File: config.mk
export PLATFORM = sky130hd
export DESIGN_NAME = rx_matched_filter
export DESIGN_NICKNAME = d
export VERILOG_FILES = /design/src/rtl/rx_matched_filter.sv
export SDC_FILE = /design/constraint.sdc
export NUM_CORES = 2
export LEC_CHECK = 0
export ABC_CLOCK_PERIOD_IN_PS = 18290
export CORE_UTILIZATION = 40
export DETAILED_ROUTE_END_ITERATION = 8
export GPL_TIMING_DRIVEN = 0
export MAX_ROUTING_LAYER = met4
export PLACE_DENSITY = 0.67
export REMOVE_ABC_BUFFERS = 1
export SETUP_SLACK_MARGIN = 0.02
export SLEW_MARGIN = 20
export SYNTH_ARGS = -nofsm -noshare
export SYNTH_HDL_FRONTEND = slang
export SYNTH_SLANG_ARGS = --single-unit
File: constraint.sdc
create_clock -name clk -period 18.29 [get_ports clk]
set_input_delay 3.658 -clock clk [delete_from_list [all_inputs] [get_ports clk]]
set_output_delay 3.658 -clock clk [all_outputs]
set_load 0.02 [all_outputs]
File: src/rtl/rx_matched_filter.sv
// Receive matched filter: 21-tap symmetric FIR with one time-shared multiplier, decimating by DECIM.
// Optional macro RX_MF_SAT_EN saturates the rounded output; otherwise it wraps to 18 bits.
module rx_matched_filter #(
  parameter int unsigned DECIM   = 4,
  parameter int unsigned PHASE_W = 2
) (
  input  logic                      clk,
  input  logic                      reset,
  input  logic signed [17:0]        x_in,
  input  logic                      in_valid,
  input  logic        [PHASE_W-1:0] phase_sel,
  output logic signed [17:0]        y,
  output logic                      y_valid,
  output logic                      busy,
  output logic                      overrun
);

  localparam int unsigned DW       = 18;
  localparam int unsigned PW       = 19;
  localparam int unsigned CW       = 18;
  localparam int unsigned MW       = 37;
  localparam int unsigned AW       = 41;
  localparam int unsigned NTAP     = 21;
  localparam int unsigned NUNIQ    = 11;
  localparam int unsigned IW       = 4;
  localparam int unsigned RND_SH   = 17;
  localparam int unsigned RW       = AW - RND_SH;

  localparam logic [IW-1:0]          LAST_IDX = IW'(NUNIQ - 1);
  localparam logic [PHASE_W-1:0]     CNT_LAST = PHASE_W'(DECIM - 1);
  localparam logic signed [AW-1:0]   RND_HALF = AW'(1 << (RND_SH - 1));

  typedef enum logic [1:0] {
    S_IDLE,
    S_LOAD,
    S_MAC,
    S_DONE
  } state_t;

  state_t state_q, state_d;

  logic signed [DW-1:0]   dly [NTAP];
  logic signed [PW-1:0]   pre [NUNIQ];
  logic signed [PW-1:0]   snap [NUNIQ];
  logic signed [AW-1:0]   acc_q;
  logic        [IW-1:0]   idx_q;
  logic        [PHASE_W-1:0] cnt_q;

  logic                   trigger;
  logic signed [CW-1:0]   coef_cur;
  logic signed [MW-1:0]   prod;
  logic signed [DW-1:0]   y_next;

  // Unique half of the symmetric coefficient set, 1s17.
  function automatic logic signed [CW-1:0] coef(input logic [IW-1:0] i);
    case (i)
      4'd0:    coef = 18'sd1098;
      4'd1:    coef = 18'sd2004;
      4'd2:    coef = 18'sd1369;
      4'd3:    coef = -18'sd1660;
      4'd4:    coef = -18'sd5845;
      4'd5:    coef = -18'sd7567;
      4'd6:    coef = -18'sd2655;
      4'd7:    coef = 18'sd10462;
      4'd8:    coef = 18'sd28563;
      4'd9:    coef = 18'sd44456;
      4'd10:   coef = 18'sd50787;
      default: coef = '0;
    endcase
  endfunction

  // Sample delay line keeps shifting even while a computation is running.
  always_ff @(posedge clk or negedge reset) begin
    if (!reset) begin
      for (int k = 0; k < NTAP; k++) dly[k] <= '0;
    end else if (in_valid) begin
      dly[0] <= x_in;
      for (int k = 1; k < NTAP; k++) dly[k] <= dly[k-1];
    end
  end

  // Accepted-sample counter modulo DECIM.
  always_ff @(posedge clk or negedge reset) begin
    if (!reset) begin
      cnt_q <= '0;
    end else if (in_valid) begin
      cnt_q <= (cnt_q == CNT_LAST) ? '0 : cnt_q + PHASE_W'(1);
    end
  end

  assign trigger = in_valid && (cnt_q == phase_sel);

  // Symmetric pre-add; centre tap passes through sign-extended.
  always_comb begin
    for (int i = 0; i < NUNIQ - 1; i++) begin
      pre[i] = $signed({dly[i][DW-1], dly[i]}) + $signed({dly[NTAP-1-i][DW-1], dly[NTAP-1-i]});
    end
    pre[NUNIQ-1] = $signed({dly[NUNIQ-1][DW-1], dly[NUNIQ-1]});
  end

  assign coef_cur = coef(idx_q);
  assign prod = $signed({{(MW-PW){snap[0][PW-1]}}, snap[0]})
              * $signed({{(MW-CW){coef_cur[CW-1]}}, coef_cur});

`ifdef RX_MF_SAT_EN
  logic signed [RW-1:0] r_full;

  always_comb begin
    r_full = RW'((acc_q + RND_HALF) >>> RND_SH);
    if ((r_full[RW-1:DW-1] == '0) || (r_full[RW-1:DW-1] == '1)) begin
      y_next = r_full[DW-1:0];
    end else if (r_full[RW-1]) begin
      y_next = {1'b1, {(DW-1){1'b0}}};
    end else begin
      y_next = {1'b0, {(DW-1){1'b1}}};
    end
  end
`else
  always_comb begin
    y_next = DW'((acc_q + RND_HALF) >>> RND_SH);
  end
`endif

  always_ff @(posedge clk or negedge reset) begin
    if (!reset) begin
      state_q <= S_IDLE;
    end else begin
      state_q <= state_d;
    end
  end

  always_comb begin
    state_d = state_q;
    case (state_q)
      S_IDLE:  if (trigger) state_d = S_LOAD;
      S_LOAD:  state_d = S_MAC;
      S_MAC:   if (idx_q == LAST_IDX) state_d = S_DONE;
      S_DONE:  state_d = S_IDLE;
      default: state_d = S_IDLE;
    endcase
  end

  // Snapshot is a shift register so the MAC always reads its head entry.
  always_ff @(posedge clk or negedge reset) begin
    if (!reset) begin
      for (int i = 0; i < NUNIQ; i++) snap[i] <= '0;
      acc_q <= '0;
      idx_q <= '0;
    end else begin
      case (state_q)
        S_LOAD: begin
          for (int i = 0; i < NUNIQ; i++) snap[i] <= pre[i];
          acc_q <= '0;
          idx_q <= '0;
        end
        S_MAC: begin
          for (int i = 0; i < NUNIQ - 1; i++) snap[i] <= snap[i+1];
          snap[NUNIQ-1] <= '0;
          acc_q <= acc_q + $signed({{(AW-MW){prod[MW-1]}}, prod});
          idx_q <= idx_q + IW'(1);
        end
        default: ;
      endcase
    end
  end

  always_ff @(posedge clk or negedge reset) begin
    if (!reset) begin
      y       <= '0;
      y_valid <= 1'b0;
      busy    <= 1'b0;
      overrun <= 1'b0;
    end else begin
      y_valid <= (state_q == S_DONE);
      busy    <= (state_d != S_IDLE);
      if (state_q == S_DONE) y <= y_next;
      if (trigger && (state_q != S_IDLE)) overrun <= 1'b1;
    end
  end

endmodule

=== Word-level counts from Yosys, hierarchy flattened ===
Memory sizes are Yosys's and may differ from the RTL's.
Index checks and enable logic that the tools add are counted.

* Add/subtract/negate cells: 14
* Multiply operators: 1
* Equality and inequality tests: 6
* Mux-type cells: 7
* Reductions and logical operators: 6

{| class="wikitable"
|+ Operators with widths
! operator !! count
|-
| 209-bit case mux with 2 select lines || 1
|-
| 18-bit by 18-bit adder with 19-bit output || 10
|-
| 41-bit case mux with 2 select lines || 1
|-
| 41-bit by 37-bit adder with 41-bit output || 1
|-
| 19-bit by 18-bit multiplier with 37-bit output || 1
|-
| 35-bit by 18-bit adder with 35-bit output (second input constant) || 1
|-
| 2-bit case mux with 4 select lines || 1
|-
| 4-bit case mux with 2 select lines || 1
|-
| 2-bit equality test (second input constant) || 3
|-
| 2-bit 2-to-1 mux || 3
|-
| 2-bit nonzero test || 3
|-
| 4-bit by 1-bit adder with 4-bit output (second input constant) || 1
|-
| 4-bit equality test (second input constant) || 1
|-
| 2-bit by 1-bit adder with 2-bit output (second input constant) || 1
|-
| 2-bit by 1-bit equality test with 1-bit output (second input constant) || 1
|-
| 2-bit equality test || 1
|-
| 1-bit logical AND || 2
|-
| 2-bit zero test || 1
|}

* Register bits: 657
* ROM bits: 288
* Word-level logic and storage cells: 75
* Memories: 1

{| class="wikitable"
|+ Memories
! name !! depth !! bits a word !! rd ports !! clocked after Yosys merged registers in !! wr ports !! line !! source
|-
| (name not given) || 16 || 18 || 1 || 0 || 0 || 56 || <nowiki>case (i)</nowiki>
|}

=== Logic depth before layout (Yosys ltp) ===
* Depth after elaboration: 5
* Gate-level depth with buffers: 31
* Mapped depth without buffers: 29

=== Worst setup path before layout ===
OpenSTA, ideal clock, no wires.

* Path kind: register -> register
* From: register idx_q[0]
* To: register acc_q[34]
* Setup time: 0.141 ns
* Arrival: 7.112 ns
* Required time: 18.149 ns
* Path slack: 11.037 ns
* Cell stages (with the launch flop): 27
* Buffers on the path: 2
* Path through: dfrtp_1 > inv_1 > ha_1 > clkbuf_1 > o22ai_1 > clkbuf_1 > nand2_1 > fa_1 > inv_1 > fa_1 > inv_1 > fa_1 > inv_1 > fa_1 > fa_1 > fa_1 > ha_1 > ha_1 > a21o_1 > a21o_1 > a21o_1 > a21o_1 > a21oi_1 > nor3b_1 > a21oi_1 > xnor2_1 > o22ai_1

* Cells in the longest elaborated chain, start to end: 4

{| class="wikitable"
|+ Ends and longest elaborated chain
! element !! line !! source
|-
| start: declaration || 46 || <nowiki>logic [IW-1:0] idx_q;</nowiki>
|-
| start signal: assignment || 160 || <nowiki>idx_q <= idx_q + IW'(1);</nowiki>
|-
| memory 16 x 18 bit || -- ||
|-
| 19-bit by 18-bit multiplier with 37-bit output || 103 || <nowiki>* $signed({{(MW-CW){coef_cur[CW-1]}}, coef_cur});</nowiki>
|-
| 41-bit by 37-bit adder with 41-bit output || 159 || <nowiki>acc_q <= acc_q + $signed({{(AW-MW){prod[MW-1]}}, prod});</nowiki>
|-
| 41-bit case mux with 2 select lines || 150 || <nowiki>case (state_q)</nowiki>
|-
| end signal: assignment || 159 ||
|-
| end: declaration || 45 || <nowiki>logic signed [AW-1:0] acc_q;</nowiki>
|}

No other way between the ends.
A chain may end at the register's enable or synchronous reset.

=== Worst setup path after layout ===
* From: register idx_q[3]
* To: register acc_q[27]

Same word-level chain as after synthesis.

==> impl_metrics.json <==
{
  "r2r_setup_slack_ns": 9.61,
  "antenna_cells": 0,
  "use_met2_pct": 30.8,
  "max_cap_violations": 0,
  "finalMaxSlewViolations": 0,
  "ys_seq_area_share_pct": 34.7,
  "cts_resized": 0,
  "synthArstFlopShare_pct": 100,
  "grt_first_pass_wirelength_um": 175000,
  "dp_hpwl_um": 75800,
  "crit_fanout": 27,
  "skew_ns": 0.0420,
  "finalSetupViolCount": 0,
  "startpoint": "idx_q[3]",
  "overflow": 0,
  "synth_cell_type_count": 70,
  "synth_area_leader_cell": "dfrtp_1",
  "fp.dieArea_sq_mm": 0.119,
  "via_count": 32300,
  "fp.dieH_um": 344,
  "synth_edf_count": 0,
  "drt_iter0_drc": 1587,
  "yosysTopAreaCellShare_pct": 34.7,
  "slew_headroom_pct": 28.7,
  "gp_congestion": 0.868,
  "synthCells": 4618,
  "wl_per_cell_um": 17.0,
  "tightestPinTransition_ns": 1.07,
  "setup.worst_path.end": "acc_q[27]",
  "io_pins": 44,
  "postSynthAreaPerCell_sq_um": 10.2,
  "grt_max_degree": 103,
  "cts_tree": "done",
  "cp_top_family": "adder cells",
  "dr.pass1.iters": 5,
  "rsz0062_at_grt": "false",
  "cts_setup_buffers": 0,
  "ys_seq_elements": 650,
  "cp.depth": 26,
  "path_clk_slew_ns": 0.07,
  "pre_cts_ws_ns": 9.77,
  "hold_path_class": "reg -> reg",
  "grt-busiest-layer": "met2",
  "use_met1_pct": 23.3,
  "wirelength_um": 104000,
  "synthTopCellsByArea": "dfrtp_1, fa_1, mux2_2, ha_1, inv_1",
  "clock_tree.root_cell": "clkbuf_16",
  "worstPathRequired_ns": 18.75,
  "nNetsFinal": 5267,
  "synth_ff_type": "dfrtp_1",
  "cts-buffers-inserted": 76,
  "drc": 0,
  "clkLatencyLatePin_ns": 0.65,
  "cts_sinks": 650,
  "post-route-min-period_ns": 8.68,
  "h-tree-depth": 3,
  "grt_pass1_vias": 34200,
  "start_kind": "flip-flop",
  "reg2reg_to": "acc_q[27]",
  "core_sq_mm": 0.116,
  "drtAntennaViolNets": 0,
  "die_w_um": 344,
  "post_route_cells_drive_above_1_share_pct": 13.1,
  "fin_ws_ns": 9.61,
  "worst-path-buf-inv": 5,
  "rows": 125,
  "clock.fmax_ghz": 0.115,
  "antenna_found_initial": 0,
  "finalCritPeriodShare_pct": 47.4,
  "cp_data_arrival_time_ns": 9.13,
  "critPathMaxStageDelay_ns": 0.98,
  "regToRegStartpoint": "idx_q[3]",
  "postCtsHoldBufs": 0,
  "synthesis.yosys.warnings": 0,
  "cp_slowest_cell": "dfrtp_1",
  "start_util_pct": 40.3,
  "tns_ns": 0,
  "io_buffers": 43,
  "viasPerCell": 5.25,
  "rr_worst_depth": 26,
  "crit_type": "reg -> reg",
  "hold_viol_final": 0,
  "area_growth_pct": 10.9,
  "end_kind": "flip-flop",
  "grt.total_usage_pct": 18.7,
  "outcome": "finished clean",
  "crit_top_cell": "fa_1",
  "use_met3_pct": 2.39,
  "synth.cell_area_sq_mm": 0.0469,
  "cts_buffer_depth": 3
}
[through the flow]
step / std cells / hold slack, ns / instance area [sq um] / utilization [%]
final: 6152 / 0.484 / 52000 / 44.7
after detailed placement: 6014 / 0.465 / 49400 / 42.5
after global placement: 5976 / 0.467 / 48400 / 41.7
after global routing: 6152 / 0.509 / 52000 / 44.7
after CTS: 6152 / 0.485 / 52000 / 44.7
after floorplan: 4409 / 0.458 / 46100 / -
[synth_stat cells, types with 32 or more instances]
master      n
nor2_1    368
xor2_1     91
and2_1    162
a21oi_1   351
nor2b_1   102
nor3_1     69
o21ai_0   136
nand3_1    48
nand2b_1   34
buf_1      32
a31oi_1    67
ha_1      303
mux2i_1    36
fa_1      373
o22ai_1    36
inv_1     474
mux2_2    370
clkbuf_1  176
dfrtp_1   650
xnor2_1   107
nand2_1   330
a21o_1     52
[flip-flops by register name (all words and copies together) (netlist names)]
signal   count
y           18
acc_q       35
dly        378
cnt_q        2
idx_q        4
overrun      1
state_q      2
snap       208
busy         1
y_valid      1
[metal layers]
layer  part of all wire (%)  up-vias  routed length (um)
li1                       -    15300                   -
met1                     44    16200               46000
met2                     48      580               50200
met3                    3.8      221                3950
met4                    4.0        0                4190
met5                      0        -                   0
[cell families after synthesis]
group                      count (synthesis)  share of synthesized area [%]
muxes                                    406                           9.66
and+or+nand+nor                         1175                           11.7
DFF                                      650                           34.7
buffers and inverters                    683                           5.47
adders and majority gates                676                           24.0
AOI/OAI and AO/OA                        830                           10.7
xor gates and xnor gates                 198                           3.70
[final cells by class]
class,count,area [sq um]
clock inverters,29,410
multi-input cells,3285,28200
inverters,474,1780
fillers,10700,64200
repair buffers,81,1280
well taps,1524,1910
clock buffers,109,2190
flip-flops and latches,650,16300
[worst min path at each step]
stage	start	end	cells after the start
after detailed placement	overrun	overrun	1
after floorplan	snap[73]	snap[73]	2
final	overrun	overrun	1
after CTS	overrun	overrun	1
after global routing	overrun	overrun	1
after global placement	overrun	overrun	1
[cell usage in the layout (no fill, tap or decap), types with 9 or more instances in the layout]
cell and count:
nand2b_1 34, clkbuf_1 19, ha_1 300, fa_1 373, a211oi_1 15, and2_1 162
mux2i_1 36, and3_1 17, o211ai_1 9, o22ai_1 32, clkdlybuf4s50_1 41, dfrtp_1 650
xnor2_1 107, or2_2 10, mux2_2 370, a31oi_1 67, nand3_1 48, nor2_1 367
a31o_2 30, nor2b_1 102, xor2_1 91, a21oi_1 349, o31ai_1 21, nand2_1 329
clkbuf_16 78, a21o_1 52, o21a_1 31, or3_1 9, inv_1 473, o21ai_0 136
clkbuf_8 12, buf_16 23, nor3_1 69
Power is left out: the tool's default activity adds up to more than one toggle a clock period on the data nets, which glitch-free logic cannot reach.
